### src/rtl/matrix_uart_pkg.sv
// matrix_uart_pkg: shared sizes, defaults and sender states for the UART matrix-multiply path
package matrix_uart_pkg;
    localparam int MAT_DIM = 3;
    localparam int N_ELEM = MAT_DIM * MAT_DIM;
    localparam int ELEM_W_DEFAULT = 24;
    localparam logic [7:0] HEADER_DEFAULT = 8'hA5;
    typedef enum logic [1:0] {IDLE, ISSUE, WAIT, FIN} state_t;
endpackage

### src/rtl/matrix_result_sender.sv
// matrix_result_sender: serialises a 3x3 result matrix into a header/payload/checksum byte frame
module matrix_result_sender
    import matrix_uart_pkg::*;
#(
    parameter int ELEM_W = ELEM_W_DEFAULT,
    parameter logic [7:0] HEADER = HEADER_DEFAULT,
    parameter bit CHECKSUM_EN = 1'b1
) (
    input  logic                     clk,
    input  logic                     rst,
    input  logic                     load_valid,
    output logic                     load_ready,
    input  logic [N_ELEM*ELEM_W-1:0] load_data,
    output logic [7:0]               tx_data,
    output logic                     tx_start,
    input  logic                     tx_busy,
    input  logic                     tx_done,
    output logic                     busy,
    output logic                     frame_done
);
    localparam int BPE = ELEM_W / 8;
    localparam int PAY = N_ELEM * BPE;
    localparam int L = 1 + PAY + int'(CHECKSUM_EN);
    localparam int IW = $clog2(L);
    localparam int JW = $clog2(BPE);
    state_t state, next;
    logic [N_ELEM*ELEM_W-1:0] mat;
    logic [IW-1:0] idx;
    logic [3:0] k;
    logic [JW-1:0] j;
    logic [7:0] csum, pay_byte, cur_byte;
    logic fire, advance, last, in_pay, j_wrap;
    assign fire = state == ISSUE && !tx_busy;
    assign advance = state == WAIT && tx_done;
    assign last = idx == IW'(L - 1);
    assign in_pay = idx != '0 && int'(idx) <= PAY;
    assign j_wrap = int'(j) == BPE - 1;
    // (k, j) track element and byte-within-element so no divider is needed
    assign pay_byte = mat[int'(k)*ELEM_W + (BPE-1-int'(j))*8 +: 8];
    always_ff @(posedge clk or posedge rst)
        if (rst) state <= IDLE;
        else state <= next;
    always_comb begin
        next = state;
        case (state)
            IDLE:    next = load_valid ? ISSUE : IDLE;
            ISSUE:   next = tx_busy ? ISSUE : WAIT;
            WAIT:    next = tx_done ? (last ? FIN : ISSUE) : WAIT;
            default: next = IDLE;
        endcase
    end
    always_comb begin
        load_ready = state == IDLE;
        busy = state != IDLE;
        frame_done = state == FIN;
        cur_byte = idx == '0 ? HEADER : in_pay ? pay_byte : csum;
    end
    always_ff @(posedge clk or posedge rst)
        if (rst) begin
            mat <= '0;
            idx <= '0;
            k <= '0;
            j <= '0;
            csum <= '0;
            tx_data <= '0;
            tx_start <= 1'b0;
        end else begin
            tx_start <= fire;
            if (state == IDLE && load_valid) begin
                mat <= load_data;
                idx <= '0;
                k <= '0;
                j <= '0;
                csum <= '0;
            end
            if (fire) begin
                tx_data <= cur_byte;
                if (in_pay) csum <= csum ^ pay_byte;
            end
            if (advance && !last) begin
                idx <= idx + 1'b1;
                if (in_pay) begin
                    j <= j_wrap ? '0 : j + 1'b1;
                    if (j_wrap) k <= k + 1'b1;
                end
            end
        end
endmodule

### config.mk
export PLATFORM = sky130hd
export DESIGN_NAME = matrix_result_sender
export DESIGN_NICKNAME = d
export VERILOG_FILES = /design/src/rtl/matrix_uart_pkg.sv /design/src/rtl/matrix_result_sender.sv
export SDC_FILE = /design/constraint.sdc
export NUM_CORES = 1
export LEC_CHECK = 0
export CELL_PAD_IN_SITES_DETAIL_PLACEMENT = 0
export CELL_PAD_IN_SITES_GLOBAL_PLACEMENT = 1
export CORE_UTILIZATION = 34
export CTS_BUF_LIST = sky130_fd_sc_hd__clkbuf_4
export DETAILED_ROUTE_END_ITERATION = 8
export PLACE_DENSITY = 0.77
export SYNTH_ARGS = -nofsm -noshare
export SYNTH_HDL_FRONTEND = slang
export SYNTH_SLANG_ARGS = --single-unit
### constraint.sdc
create_clock -name clk -period 10.53 [get_ports clk]
set_input_delay 1.053 -clock clk [delete_from_list [all_inputs] [get_ports clk]]
set_output_delay 1.053 -clock clk [all_outputs]
set_load 0.03 [all_outputs]
==> Word-level counts from Yosys, hierarchy flattened <==
Cells that the tools add are included.
{ "totals": {"regBits": 246, "in_bits": 221, "out_inout_bits": 12, "elab_cells": 54} }
{ "classes": {"add_sub_neg": 5, "multipliers": 1, "magnitude_cmp": 1, "n_eq_ne": 5, "shift": 1, "mux": 20, "bitwise": 1, "n_reduce_logical": 12} }
{ "ops": {"columns": ["op", "count"], "rows": [
  ["$shiftx 216x11->8", 1],
  ["$mux 8", 5],
  ["$mux 4", 4],
  ["$mux 2", 7],
  ["$add 10x6->11", 1],
  ["$mux 5", 2],
  ["$xor 8x8->8", 1],
  ["$eq 2x2->1 const B", 3],
  ["$mul 4x2->6 const B", 1],
  ["$pmux 2 s3", 1],
  ["$add 5x1->5 const B", 1],
  ["$eq 5x5->1 const B", 1],
  ["$le 5x5->1 const B", 1],
  ["$logic_and 1x1->1", 5],
  ["$logic_not 5->1", 1],
  ["$reduce_bool 5->1", 1],
  ["$add 4x1->4 const B", 1],
  ["$reduce_bool 2->1", 2],
  ["$sub 2x2->3 const A", 1],
  ["$add 2x1->2 const B", 1],
  ["$eq 2x1->1 const B", 1],
  ["$logic_not 1->1", 2],
  ["$logic_not 2->1", 1],
  ["$mux 1", 1]
]} }

==> Depth between registers and ports, before layout <==
Gate-level depths: netlist (run 1).
{ "depth": {"ltp_word": 6, "depth_mapped": 14, "ltp_nobuf": 13} }

==> Worst setup path after synthesis (run 1) <==
Ideal clock, no wire load.
{ "synth_timing": {"path_type": "register to register", "startpoint": "reg k[0]", "endpoint": "reg csum[6]", "setup_ns": 0.126, "arrival_ns": 3.305, "required_ns": 10.404, "setup_slack_ns": 7.099, "stages_incl_launch_ff": 14, "n_path_buf": 2, "synth_period_minus_slack_ns": 3.431, "path_cell_list": "dfrtp_1 > ha_1 > fa_1 > xnor2_1 > ha_1 > a21o_1 > or3_1 > buf_4 > nand2_4 > buf_6 > mux2_2 > a22oi_1 > nand2_1 > a221o_1"} }
{ "synth_between": {"elab_chain_len": 6} }
{ "synth_lines": {"columns": ["item", "line_no", "rtl"], "rows": [
  ["start: declaration", "matrix_result_sender.sv:29", "logic [3:0] k;"],
  ["start signal: assignment", "matrix_result_sender.sv:84", "if (j_wrap) k <= k + 1'b1;"],
  ["$mul 4x2->6", "matrix_result_sender.sv:39", "assign pay_byte = mat[int'(k)*ELEM_W + (BPE-1-int'(j))*8 +: 8];"],
  ["$add 10x6->11", "matrix_result_sender.sv:39", null],
  ["$shiftx 216x11->8", "matrix_result_sender.sv:39", null],
  ["$xor 8x8->8", "matrix_result_sender.sv:78", "if (in_pay) csum <= csum ^ pay_byte;"],
  ["$mux 8", "matrix_result_sender.sv:78", null],
  ["$mux 8", "matrix_result_sender.sv:76", "if (fire) begin"],
  ["end signal: assignment", "matrix_result_sender.sv:78", null],
  ["end: declaration", "matrix_result_sender.sv:31", "logic [7:0] csum, pay_byte, cur_byte;"]
]} }
Every way passes these cells.
A chain may end at the register's enable or synchronous reset.

==> Worst setup path in the final report (run 1) <==
{ "layout_timing": {"startpoint": "reg j[0]", "endpoint": "reg csum[6]"} }
{ "layout_between": {"elab_chain_len": 6} }
{ "layout_lines": {"columns": ["item", "line_no", "rtl"], "rows": [
  ["start: declaration", "matrix_result_sender.sv:30", "logic [JW-1:0] j;"],
  ["start signal: assignment", "matrix_result_sender.sv:83", "j <= j_wrap ? '0 : j + 1'b1;"],
  ["$sub 2x2->3", "matrix_result_sender.sv:39", null],
  ["$add 10x6->11", "matrix_result_sender.sv:39", null],
  ["$shiftx 216x11->8", "matrix_result_sender.sv:39", null],
  ["$xor 8x8->8", "matrix_result_sender.sv:78", null],
  ["$mux 8", "matrix_result_sender.sv:78", null],
  ["$mux 8", "matrix_result_sender.sv:76", null]
]} }
Every way passes these cells.

==> flow_summary.ini, run 1 <==
[status]
status = finished clean

[sta]
finalSetupTns_ns = 0
slew_violations = 0
clock.fmax_mhz = 227.2
setup_viol = 0
fin_crit_sh_pct = 41.80
relSlewSlack_pct = 26.05
hold_viol = 0
finalCriticalPeriod_ns = 4.402
worst_slack_ns = 6.128
finalClockSkew_ns = 0.04037
whs_ns = 0.4652
rsz0062_at_grt = no
tightest_slew_ns = 1.108

[placed_design]
globalplace.congestion = 0.8063
portBuffers = 232
dp_hpwl_um = 23320
dp_slack_ns = 6.143
dpl_cell_area_sq_um = 14520

[setup_path]
crit_required_ns = 11.04
setup.worst_path.start = j[0]
critPathArrivalTime_ns = 4.91
rrSetupSlack_ns = 6.13
r2r_start = j[0]
worst-setup-path-type = register to register
critPathMaxFanout = 38
critPathCapture = csum[6]
end_kind = register
r2r_end = csum[6]
critical_path.startpoint_type = register
rr_worst_depth = 11

[floorplanning]
dieArea_sq_um = 35540
initial_core_util_pct = 34.93
core-area_sq_um = 33870
num_rows = 67
io_pins = 233
die_x_um = 188.5
die_height_um = 188.5

[pwr]
sw_frac_of_total_pct = 37.64
p_total_mw = 4.068
p_leak_nw = 7.544
p_comb_share_pct = 38.5
seqPwrFrac_pct = 40.0
power.switching_mw = 1.531
p_clk_share_pct = 21.5
p_per_area_nw_per_um2 = 264.6
vdd_ir_drop_max_uv = 138.8
p_int_mw = 2.537

[clock_tree]
h-tree-depth = 3
hold_buffers = 0
insertion_delay_ns = 0.66
cts_tree = yes
cts_root_buf = clkbuf_4
path_clk_slew_ns = 0.06
clock_sinks = 246
postCtsSetupBuffers = 0
clk_path_buf_depth = 3
numCtsBuffers = 71
ctsResizeCount = 0

[synth]
async_reset_ff_share_pct = 100.0
ys_types = 54
ys_ff_latch = 246
ys.flop_type = dfrtp_1
syn_inst = 1293
netlist_area_sq_um = 11830
synth_top_area_share_pct = 52.04
ys_top_cells_by_area = dfrtp_1, nand2_1, mux4_2, ha_1, clkbuf_1
synth_commonest_cells = nand2_1, dfrtp_1, clkbuf_1
ys_seq_area_share_pct = 52.04
synth_area_per_cell_sq_um = 9.148
yosysWarnings = 0
synth.most_common_cell = nand2_1
synth_edf_count = 0
synth_top_cell_by_area = dfrtp_1
synth_nets = 1533

[layout]
nFillCells = 3347
area_growth_pct = 29.97
drive_gt1_share_pct = 11.64
layout.nets = 1774
design_area_sq_um = 15370

[global_routing]
grt_pass1_vias = 10200
grt_overflow_total = 0
grt_max_degree = 103
grt_antenna_before_repair = 3
grt_pass1_wl_um = 54520
grt_use_total_pct = 19.57

[detailed_routing]
wl_um = 33800
viasPerCell = 4.852
postRouteAntennaNets = 0
num_vias = 9815
first_iter_violations = 669
dr.pass1.iters = 5
drt-wirelength-per-cell_um = 16.71
drc = 0

[hold_path]
min_from = mat[60]
hold_path_class = register to register

[run]
cap_violations = 0
## area by class of cell
cell class	count	area [sq um]	area share [%]
Clock buffer	101	758.2	4.932
Multi-Input combinational cell	963	5363	34.88
Antenna cell	3	7.507	0.04883
Inverter	11	48.80	0.3174
Tap cell	448	560.5	3.646
Timing Repair Buffer	241	2390	15.54
Sequential cell	246	6156	40.04
Clock inverter	10	90.09	0.5860
## through the flow
| step | utilization (%) | std cells |
|---|---|---|
| floorplan | - | 1293 |
| global placement | 42.87 | 1909 |
| detailed placement | 42.87 | 1909 |
| CTS | 45.37 | 2020 |
| global route | 45.39 | 2023 |
| finish | 45.39 | 2023 |
## state kept, by name, indices dropped and copies added (netlist names)
| signal | count |
|---|---|
| mat | 216 |
| state | 2 |
| tx_data | 8 |
| csum | 8 |
| k | 4 |
| tx_start | 1 |
| idx | 5 |
| j | 2 |
## kinds of logic after synthesis
family                     share of synthesized area (%)
buffers and inverters                              3.046
DFF                                                52.04
AOI/OAI and AO/OA                                  5.701
xor gates and xnor gates                          0.3702
muxes                                              10.94
adders and majority gates                          2.137
and+or+nand+nor                                    25.77
## power by group through the flow
stage          Clock (mW)  Combinational [mW]  Sequential, mW
3_3_place_gp            0                1.55            1.63
4_1_cts             0.906                1.58            1.63
3_5_place_dp            0                1.58            1.64
2_1_floorplan           0                1.09            1.59
5_1_grt             0.956                1.76            1.69
6_report            0.875                1.56            1.63
## worst min path at each step
stage	slack [ns]	end	cells past startpoint
after floorplan	0.44	mat[206]	2
after global placement	0.45	mat[206]	2
after detailed placement	0.46	mat[60]	2
final	0.47	mat[60]	2
after global routing	0.49	mat[57]	2
after CTS	0.47	mat[60]	2
## layout by cell type (no fill, tap or decap), drive strengths merged, types with 4 or more instances in the layout
cell type	instances
a21oi	21
a31o	4
a32oi	4
and2	6
and3	4
buf	9
clkbuf	101
clkdlybuf4s50	232
clkinv	8
dfrtp	246
ha	17
inv	11
mux2	8
mux2i	19
mux4	45
nand2	679
nand2b	6
nand3	24
nor2	24
nor3	5
o2111ai	7
o211ai	10
o21a	5
o21ai	28
o221ai	5
o31ai	5
or3	5
xnor2	4
## per-layer routing
metal  GRT usage [%]  part of all wire [%]  wire (um)
met5               0                     0          0
met4           7.878                   2.7        916
met3           3.651                   5.1       1720
met2           30.13                    46      15640
met1           27.19                    46      15520
## critical path, cell delays in order (launching register included)
cell and delay (ns):
dfrtp_1 0.43, inv_1 0.11, ha_1 0.28, inv_1 0.07, fa_4 1.16, buf_4 0.61, mux4_2 0.57, mux2i_1 0.22
mux2_2 0.20, a22oi_1 0.12, nor3b_1 0.23, a221o_1 0.25
Power figures use the tool's default switching activity.
==> run 2: changes to the inputs <==
==> constraint.sdc (replaced) <==
create_clock -name clk -period 4.2 [get_ports clk]
set_input_delay 0.42 -clock clk [delete_from_list [all_inputs] [get_ports clk]]
set_output_delay 0.42 -clock clk [all_outputs]
set_load 0.03 [all_outputs]
==> run 2 against run 1 <==
Wire length rose by 2.5%. Combinational power rose to 2.6 times the previous value. Largest cell class unchanged. Power increased to 2.5 times the previous value. Final cell count increased by 0.99%. Largest power group unchanged.
==> flow_summary.ini, run 2 (synthesis gave the netlist of run 1 again) <==
[status]
status = finished clean

[global_routing]
grt_pass1_vias = 10260
grt_max_degree = 136
grt_pass1_wl_um = 55140
grt_antenna_before_repair = 1
grt_overflow_total = 0
grt_use_total_pct = 19.83

[pwr]
p_per_area_nw_per_um2 = 667.2
vdd_ir_drop_max_uv = 364.1
p_leak_nw = 7.632
p_total_mw = 10.37

[sta]
tightest_slew_ns = 0.8457
clock.fmax_mhz = 256.1
setup_viol = 0
finalClockSkew_ns = 0.04399
finalSetupTns_ns = 0
relSlewSlack_pct = 43.62
slew_violations = 0
fin_crit_sh_pct = 92.99
hold_viol = 0
finalCriticalPeriod_ns = 3.905
rsz0062_at_grt = no

[layout]
layout.nets = 1783
largest-register = mat
mostFrequentLayoutCell = nand2_1
fin_cells = 2043
layout_common_cells = nand2_1, dfrtp_1, clkdlybuf4s50_1
design_area_sq_um = 15540
largest_reg_flops = 216
reg_top3 = mat: 216 flops, csum: 8 flops, tx_data: 8 flops
nFillCells = 3352
area_growth_pct = 31.41
drive_gt1_share_pct = 12.55

[detailed_routing]
first_iter_violations = 555
wl_um = 34630
viasPerCell = 4.860
drc = 0
dr.pass1.iters = 6
postRouteAntennaNets = 0
num_vias = 9930
drt-wirelength-per-cell_um = 16.95

[clock_tree]
postCtsSetupBuffers = 0
ctsResizeCount = 0
hold_buffers = 0
path_clk_slew_ns = 0.07
clk_path_buf_depth = 3
cts_tree = yes
insertion_delay_ns = 0.66
clock_sinks = 246
cts_root_buf = clkbuf_4
h-tree-depth = 3
numCtsBuffers = 71

[floorplanning]
io_pins = 233
die_x_um = 188.5
die_height_um = 188.5
dieArea_sq_um = 35540
num_rows = 67
core-area_sq_um = 33870
initial_core_util_pct = 34.93

[setup_path]
r2r_start = k[0]
crit_slowest_cell = or3_1
critPathMaxFanout = 23
crit_buf_inv = 0
critPathArrivalTime_ns = 4.42
critical_path.startpoint_type = register
slowest_delay_ns = 0.50
worstPathCellList = ha_1, fa_1, xnor2_1, ha_1, a21o_1, or3_1, nand2_4, mux2_2, a22oi_1, nand2_1, a221o_1
worst-setup-path-type = register to register
crit_required_ns = 4.72
crit_top_cell = ha_1
end_kind = register
crit_family = adder cells
setup.worst_path.start = k[0]

[placed_design]
dp_hpwl_um = 24560
dp.cells = 1918
portBuffers = 232
dpl_cell_area_sq_um = 14640
globalplace.congestion = 0.8384

[hold_path]
hold_path_class = primary input to async pin

[run]
cap_violations = 0
-- run 2: cell count changes in the layout (fill, tap and decap cells not counted), moves of 2 or more --
| cell | before | now |
|---|---|---|
| inv_2 | 1 | 3 |
| clkinvlp_4 | 0 | 3 |
| diode_2 | 3 | 1 |
| buf_4 | 9 | 13 |
| clkbuf_4 | 101 | 106 |
| buf_12 | 0 | 5 |
| clkinv_1 | 8 | 13 |
-- run 2: cell type report --
cell class	count	area [sq um]	area share (%)
repair buffers	250	2520	16.21
clock buffers	106	795.8	5.120
clock inverters	18	101.3	0.6520
multi-input cells	963	5363	34.50
well taps	448	560.5	3.606
diodes	1	2.502	0.01610
inverters	11	45.04	0.2898
flip-flops and latches	246	6156	39.60
-- run 2: worst reg2reg max path, delay by kind of cell (launching register included) --
family	cells	cell delay [ns]
fa+ha+maj	3	1.00
simple gates	3	0.89
compound gates	3	0.79
flops	1	0.45
mux	1	0.38
xor+xnor	1	0.25
-- run 2: stage by stage --
| stage | hold WS [ns] | worst slack (ns) | utilization [%] |
|---|---|---|---|
| 5_1_grt | 0.2487 | 0.1615 | 45.90 |
| 4_1_cts | 0.2252 | 0.3145 | 45.89 |
| 3_3_place_gp | 0.4533 | 0.4293 | 43.24 |
| 3_5_place_dp | 0.4585 | 0.3929 | 43.24 |
| 6_report | 0.2565 | 0.2946 | 45.90 |
| 2_1_floorplan | 0.4374 | 0.5483 | - |
-- run 2: worst paths after layout --
path / endpoint / slack, ns / cells after the start
worst max-delay path: csum[6] / 0.29 / 11
max in group asynchronous: mat[18] / 2.89 / 3
min in group clk: mat[179] / 0.28 / 3
worst min-delay path: mat[169] / 0.26 / 2
worst min register to register: mat[148] / 0.47 / 2
worst max register to register: csum[6] / 0.29 / 11
-- run 2: report_power, final --
part	switching [mW]	internal, mW	total [mW]
logic	2.29	1.74	4.03
clock network	1.03	1.21	2.24
registers	0.632	3.47	4.10
total	3.95	6.42	10.4
-- run 2: per-layer routing --
layer	GRT usage (%)	wire, um	vias up
met5	0	0	-
met4	5.862	650	0
met3	3.986	1823	50
met2	32.10	16420	265
met1	26.85	15730	4843
li1	-	-	4772
==> run 3: changes to the inputs <==
--- a/config.mk
+++ b/config.mk
@@ -11,6 +11,7 @@
 export CTS_BUF_LIST = sky130_fd_sc_hd__clkbuf_4
 export DETAILED_ROUTE_END_ITERATION = 8
 export PLACE_DENSITY = 0.77
+export SLEW_MARGIN = 20
 export SYNTH_ARGS = -nofsm -noshare
 export SYNTH_HDL_FRONTEND = slang
 export SYNTH_SLANG_ARGS = --single-unit
==> results of run 3 <==
The final DEF is identical to that of run 2; final timing and power are the same.
